### config.mk
export PLATFORM = sky130hd
export DESIGN_NAME = prince_sbox_cms_pipe
export DESIGN_NICKNAME = d
export VERILOG_FILES = /design/src/rtl/prince_sbox_cms_pipe.sv
export SDC_FILE = /design/constraint.sdc
export NUM_CORES = 2
export LEC_CHECK = 0
export CAP_MARGIN = 0
export CORE_MARGIN = 3
export CORE_UTILIZATION = 33
export CTS_CLUSTER_DIAMETER = 100
export DETAILED_ROUTE_END_ITERATION = 16
export PLACE_DENSITY = 0.62
export SLEW_MARGIN = 20
export SYNTH_ARGS = -nofsm -noshare
export SYNTH_HDL_FRONTEND = slang
export SYNTH_SLANG_ARGS = --single-unit
### constraint.sdc
create_clock -name clk -period 2.7 [get_ports clk]
set_input_delay 0.54 -clock clk [delete_from_list [all_inputs] [get_ports clk]]
set_output_delay 0.54 -clock clk [all_outputs]
set_load 0.02 [all_outputs]
### src/rtl/prince_sbox_cms_pipe.sv
// prince_sbox_cms_pipe
// First-order CMS-masked PRINCE S-box layer with NIBBLES parallel S-boxes and
// a two-stage pipeline.
// Stage 1 registers the 16 non-complete components of every output bit.
// Each component is refreshed with fresh randomness before it is registered.
// Stage 2 compresses the components into two output shares.
// Ports:
//   clk, rst_n              clock, asynchronous active-low reset
//   in_valid / in_ready     input handshake (in_ready is combinational)
//   in_sh0, in_sh1          input shares, nibble n = [4n+3:4n] (bit3 x .. bit0 w)
//   rand_i                  fresh randomness, [32n+8b+7:32n+8b] = r[0..7] of nibble n, bit b
//   out_valid / out_ready   output handshake
//   out_sh0, out_sh1        registered output shares
module prince_sbox_cms_pipe #(
    parameter int unsigned NIBBLES      = 16,
    parameter int unsigned RAND_PER_BIT = 8
) (
    input  logic                               clk,
    input  logic                               rst_n,
    input  logic                               in_valid,
    output logic                               in_ready,
    input  logic [4*NIBBLES-1:0]               in_sh0,
    input  logic [4*NIBBLES-1:0]               in_sh1,
    input  logic [4*RAND_PER_BIT*NIBBLES-1:0]  rand_i,
    output logic                               out_valid,
    input  logic                               out_ready,
    output logic [4*NIBBLES-1:0]               out_sh0,
    output logic [4*NIBBLES-1:0]               out_sh1
);

    localparam int unsigned NCOMP  = 16;
    localparam int unsigned HALF   = NCOMP / 2;
    localparam int unsigned DW     = 4 * NIBBLES;
    localparam int unsigned RW     = 4 * RAND_PER_BIT;
    localparam int unsigned COMP_W = DW * NCOMP;

    // PRINCE S-box truth table, entry i at [4i+3:4i].
    localparam logic [63:0] SBOX = 64'h4D5E_0876_19CA_23FB;

    // Algebraic normal form of each output bit: ANF[16b+u] is the coefficient
    // of the monomial whose variable set is the mask u (Moebius transform).
    function automatic logic [63:0] sbox_anf();
        logic [63:0] a;
        a = '0;
        for (int unsigned b = 0; b < 4; b++) begin
            for (int unsigned u = 0; u < 16; u++) begin
                for (int unsigned v = 0; v < 16; v++) begin
                    if ((4'(v) & ~4'(u)) == 4'b0) begin
                        a[6'(b*16 + u)] = a[6'(b*16 + u)] ^ SBOX[6'(v*4 + b)];
                    end
                end
            end
        end
        return a;
    endfunction

    localparam logic [63:0] ANF = sbox_anf();

    // Component k of output bit b: every ANF monomial whose variable set covers
    // the variables k picks from share 1. Each variable of the monomial is read
    // from the share that k selects for it, so only one share per variable is
    // ever read.
    function automatic logic comp_bit(input int unsigned b, input logic [3:0] k,
                                      input logic [3:0] a0, input logic [3:0] a1);
        logic       acc;
        logic       prod;
        logic [3:0] u;
        acc = 1'b0;
        for (int unsigned i = 0; i < 16; i++) begin
            u = 4'(i);
            if (((k & ~u) == 4'b0) && ANF[6'(b*16 + i)]) begin
                prod = 1'b1;
                for (int unsigned v = 0; v < 4; v++) begin
                    if (u[2'(v)]) begin
                        prod = prod & (k[2'(v)] ? a1[2'(v)] : a0[2'(v)]);
                    end
                end
                acc = acc ^ prod;
            end
        end
        return acc;
    endfunction

    logic              s1_valid_q, s1_valid_d;
    logic              s2_valid_q, s2_valid_d;
    logic [COMP_W-1:0] comp_c;
    logic [COMP_W-1:0] comp_q, comp_d;
    logic [DW-1:0]     sh0_c, sh1_c;
    logic [DW-1:0]     out_sh0_q, out_sh0_d;
    logic [DW-1:0]     out_sh1_q, out_sh1_d;
    logic              s1_adv;
    logic              in_fire;

    // Component functions plus refresh.
    // r[j] enters c[j] and c[j+8], so it cancels when the two halves are combined.
    for (genvar n = 0; n < NIBBLES; n++) begin : g_nib
        for (genvar b = 0; b < 4; b++) begin : g_bit
            for (genvar k = 0; k < NCOMP; k++) begin : g_comp
                localparam int unsigned J = k % HALF;
                assign comp_c[(n*4 + b)*NCOMP + k] =
                    comp_bit(b, 4'(k), in_sh0[4*n +: 4], in_sh1[4*n +: 4])
                    ^ rand_i[n*RW + b*RAND_PER_BIT + J];
            end
            // Compression: components 0..7 form share 0 and components 8..15 form share 1.
            assign sh0_c[4*n + b] = ^comp_q[(n*4 + b)*NCOMP +: HALF];
            assign sh1_c[4*n + b] = ^comp_q[(n*4 + b)*NCOMP + HALF +: HALF];
        end
    end

    // Handshake and next-state logic.
    always_comb begin
        s1_adv     = s1_valid_q && (!s2_valid_q || out_ready);
        in_ready   = !s1_valid_q || s1_adv;
        in_fire    = in_valid && in_ready;
        s1_valid_d = s1_valid_q;
        s2_valid_d = s2_valid_q;
        comp_d     = comp_q;
        out_sh0_d  = out_sh0_q;
        out_sh1_d  = out_sh1_q;
        if (in_fire) begin
            s1_valid_d = 1'b1;
            comp_d     = comp_c;
        end else if (s1_adv) begin
            s1_valid_d = 1'b0;
        end
        if (s1_adv) begin
            s2_valid_d = 1'b1;
            out_sh0_d  = sh0_c;
            out_sh1_d  = sh1_c;
        end else if (out_ready) begin
            s2_valid_d = 1'b0;
        end
    end

    // Pipeline registers.
    always_ff @(posedge clk or negedge rst_n) begin
        if (!rst_n) begin
            s1_valid_q <= 1'b0;
            s2_valid_q <= 1'b0;
            comp_q     <= '0;
            out_sh0_q  <= '0;
            out_sh1_q  <= '0;
        end else begin
            s1_valid_q <= s1_valid_d;
            s2_valid_q <= s2_valid_d;
            comp_q     <= comp_d;
            out_sh0_q  <= out_sh0_d;
            out_sh1_q  <= out_sh1_d;
        end
    end

    assign out_valid = s2_valid_q;
    assign out_sh0   = out_sh0_q;
    assign out_sh1   = out_sh1_q;

endmodule

; After elaboration in Yosys (flattened, before gate mapping)
; Cells that the tools add are included.
[totals]
register_bits = 1154
wordCells = 3025
[classes]
n_mux = 4
bitwise_logic = 2880
n_reduce_logical = 136
[op_table]
columns = op, n
row1 = 1-bit XOR, 1936
row2 = 8-bit XOR reduction, 128
row3 = 1-bit bitwise AND, 896
row4 = 1-bit inverter, 48
row5 = 1-bit two-way mux, 4
row6 = 2-bit nonzero test, 2
row7 = 1-bit logical AND, 2
row8 = 1-bit zero test, 2
row9 = 1-bit logical OR, 2

; Depth between registers and ports, before layout
[depth]
word_depth = 9
depth_mapped = 9
depth_no_buf = 4

; Worst setup path after synthesis
; No wires, ideal clock.
[synth_timing]
kind = input to register
startpoint = input port out_ready
endpoint = register comp_q[525]
setup_ps = 117
arrival_time_ps = 1571
t_required_ps = 2583
slack_ps = 1012
path_stages = 9
path_cell_list = nand3b_4 nand2_1 buf_4 buf_4 buf_6 buf_6 buf_4 nand2_1 nand2_1
[synth_between]
elab_chain_cells = 4
[synth_rtl]
columns = element, line
row1 = start: declaration, 26  ; input logic out_ready,
row2 = 1-bit logical OR, 112  ; s1_adv = s1_valid_q && (!s2_valid_q || out_ready);
row3 = 1-bit logical AND, 112
row4 = 1-bit logical OR, 113  ; in_ready = !s1_valid_q || s1_adv;
row5 = 1-bit logical AND, 114  ; in_fire = in_valid && in_ready;
row6 = end signal: assignment, 146  ; comp_q <= comp_d;
row7 = end: declaration, 87  ; logic [COMP_W-1:0] comp_q, comp_d;
; Every way passes these cells.
; A chain may end at the register's enable or synchronous reset.

; Worst setup path in the final report
[layout_timing]
startpoint = register s1_valid_q
endpoint = output port in_ready
[layout_between]
elab_chain_cells = 2
[layout_rtl]
columns = element, line
row1 = start: declaration, 84  ; logic s1_valid_q, s1_valid_d;
row2 = start signal: assignment, 144  ; s1_valid_q <= s1_valid_d;
row3 = 1-bit zero test / 1-bit logical AND (equally long branches), "113, 112"
row4 = 1-bit logical OR *, 113
row5 = end: declaration, 21  ; output logic in_ready,
; Every way passes the cells marked *; elsewhere a longest branch is shown, timed or not.

==> flow_summary.yaml <==
run_status:
  outcome: "finished clean"
sta:
  skew_ns: 0.0287
  finalSetupViolations: 0
  grt_setup_unrepaired: "no"
  tns_ns: 0
  post-route-period-util: 0.921
  hold_violations: 0
  worst_pin_slew_ns: 0.670
  slew_headroom: 0.552
  max_freq_ghz: 0.402
  period_minus_slack_ns: 2.49
  final_max_slew_viol_count: 0
clocking:
  path_clk_slew_ns: 0.06
  cts-resized-gates: 0
  clock_latency_ns: 0.77
  cts_setup_buffers: 0
  cts.sinks: 1122
  numCtsBuffers: 134
  ctsHoldBuffers: 1
  tritoncts: "built"
  htreeDepth: 4
  clock_path_buffers: 3
  cts_root_buffer: "clkbuf_16"
logic_synthesis:
  yosys.area.top_type_share: 0.459
  avgSynthCellArea_um2: 8.96
  synth.area.top_cells: "dfrtp_1 (46%), xnor2_1 (16%), nand2_1 (11%), xor2_1 (9.2%), o21ai_0 (8.0%)"
  synth_top_area_cell: "dfrtp_1"
  syn_nets: 7468
  syn_inst: 6824
  yosys_register_bits: 1122
  synth-seq-area-share: 0.459
  yosys_most_used_dff: "dfrtp_1"
  yosysMostFrequentCell: "nand2_1"
  yosysWarnings: 0
  synthArstFlopShare: 1.00
  synth.distinct_cells: 39
  synthTopCellsByCount: "nand2_1 (1729), dfrtp_1 (1122), xnor2_1 (1099), o21ai_0 (972), xor2_1 (640)"
  synth_edf_count: 0
  syn-cell-area_um2: 61100
pwr:
  power.density_nw_per_um2: 779
  p_leak_nw: 31.5
  peakVddDrop_v: 0.000483
  power_w: 0.0599
route:
  drcViolationCount: 0
  wl_per_cell_um: 17.9
  postRouteAntennaNets: 0
  vias: 47100
  drt_pre_antenna_iters: 5
  routed_wl_um: 181000
  drt_iter0_drc: 2873
  via_per_inst: 4.65
finish:
  drive_gt1_frac: 0.0567
  syn2layout_area_growth_pct: 25.7
  fin_nets: 8164
placement:
  port_buffers: 773
  place.gp.congestion: 0.870
  dp_hpwl_um: 140000
setup_path:
  path_cells: "nand3b_4, clkdlybuf4s50_1"
  critPathKind: "flip-flop to primary output"
  cp.buffers_inverters: 1
  cp_slowest_cell: "clkdlybuf4s50_1"
  cp-end-kind: "primary output"
  arrival_ns: 1.95
  worstPathMaxFanout: 4
  startpoint_type: "flip-flop"
  crit_family: "buffers and inverters"
  critPathMaxStageDelay_ns: 0.61
  required_ns: 2.16
die:
  pin_count: 774
  die_y_um: 436
  die_area_um2: 190000
  std_cell_rows: 157
  core_area_um2: 184000
  die_x_um: 436
  start_util: 0.333
global_routing:
  grt_use_met3: 0.0338
  gr-total-overflow: 0
  grt_usage: 0.186
  top_usage_layer: "met2"
  met2_usage: 0.323
  grt_pass1_wl_um: 278000
  grt_pass1_vias: 47500
  antenna_found_initial: 56
  grt_max_degree: 116
  grt.met1_usage: 0.223
flow_run:
  drv_cap: 0
hold_path:
  hp-class: "input port to asynchronous set/reset pin"
## cells in the final DEF, fill, tap and decap left out, types with 68 or more instances in the layout
cell | Yosys | routed
nand2_1 | 1729 | 1727
dfrtp_1 | 1122 | 1122
xnor2_1 | 1099 | 1099
o21ai_0 | 972 | 972
clkdlybuf4s50_1 | 0 | 772
xor2_1 | 640 | 640
nand3_1 | 228 | 228
nor2_1 | 176 | 176
buf_4 | 23 | 163
clkbuf_16 | 0 | 140
nor2b_1 | 68 | 68
## area by class of cell
class	instances	area, um^2
sequential	1122	28100
clock buffer	187	3910
timing repair buffer	986	9960
antenna	40	100
fill	17900	107000
tap	2464	3080
inverter	47	176
multi-input combinational	5229	30900
clock inverter	50	644
## flip-flops by register name, indices dropped and copies added, names as in the netlist
signal,cells
out_sh0,64
out_valid,1
comp_q,992
s1_valid_q,1
out_sh1,64
## cell families (layout without fill, tap and decap cells)
family                   Yosys count  count (layout)  synth area share
AO/OA/AOI/OAI                   1139            1139            0.0978
XOR/XNOR                        1739            1739             0.249
adder cells (fa/ha/maj)            2               2          0.000328
buffers and inverters            473            1270            0.0354
flip-flops                      1122            1122             0.459
multiplexers                       1               1          0.000184
other                              0              40                 0
AND/OR/NAND/NOR                 2348            2348             0.158
## per-layer routing
layer	wire, um	vias up
li1	-	23300
met4	7590	16
met2	91200	1074
met1	74100	22400
met3	7940	321
met5	113	-
## power by group
group | total (W) | switching [W] | internal (W)
Combinational | 0.0188 | 0.00966 | 0.00910
Clock | 0.0186 | 0.00732 | 0.0113
Sequential | 0.0225 | 0.00236 | 0.0201
## through the flow
stage / util / setup WS, ns / std cells / cell area (um^2) / hold WS, ns
2_1_floorplan: - / 1.01 / 6824 / 61100 / 0.244
5_1_grt: 0.418 / 0.109 / 10100 / 76800 / 0.253
4_1_cts: 0.418 / 0.123 / 10100 / 76800 / 0.213
6_report: 0.418 / 0.213 / 10100 / 76900 / 0.285
3_5_place_dp: 0.393 / 0.280 / 9847 / 72200 / 0.469
3_3_place_gp: 0.393 / 0.330 / 9847 / 72200 / 0.463
## final timing paths
check                                   startpoint                 endpoint  slack [ns]  depth (start not counted)
max                         s1_valid_q$_DFFE_PN0P_                 in_ready        0.21                          2
min                                          rst_n  comp_q[137]$_DFFE_PN0P_        0.29                          2
max reg2reg                 s1_valid_q$_DFFE_PN0P_  comp_q[314]$_DFFE_PN0P_        0.92                          5
min reg2reg                out_sh1[46]$_DFFE_PN0P_  out_sh1[46]$_DFFE_PN0P_        0.48                          2
max in group asynchronous                    rst_n  comp_q[432]$_DFFE_PN0P_        1.33                          4
min in group clk                       rand_i[119]  comp_q[239]$_DFFE_PN0P_        0.30                          3
Power figures use the tool's default switching activity.
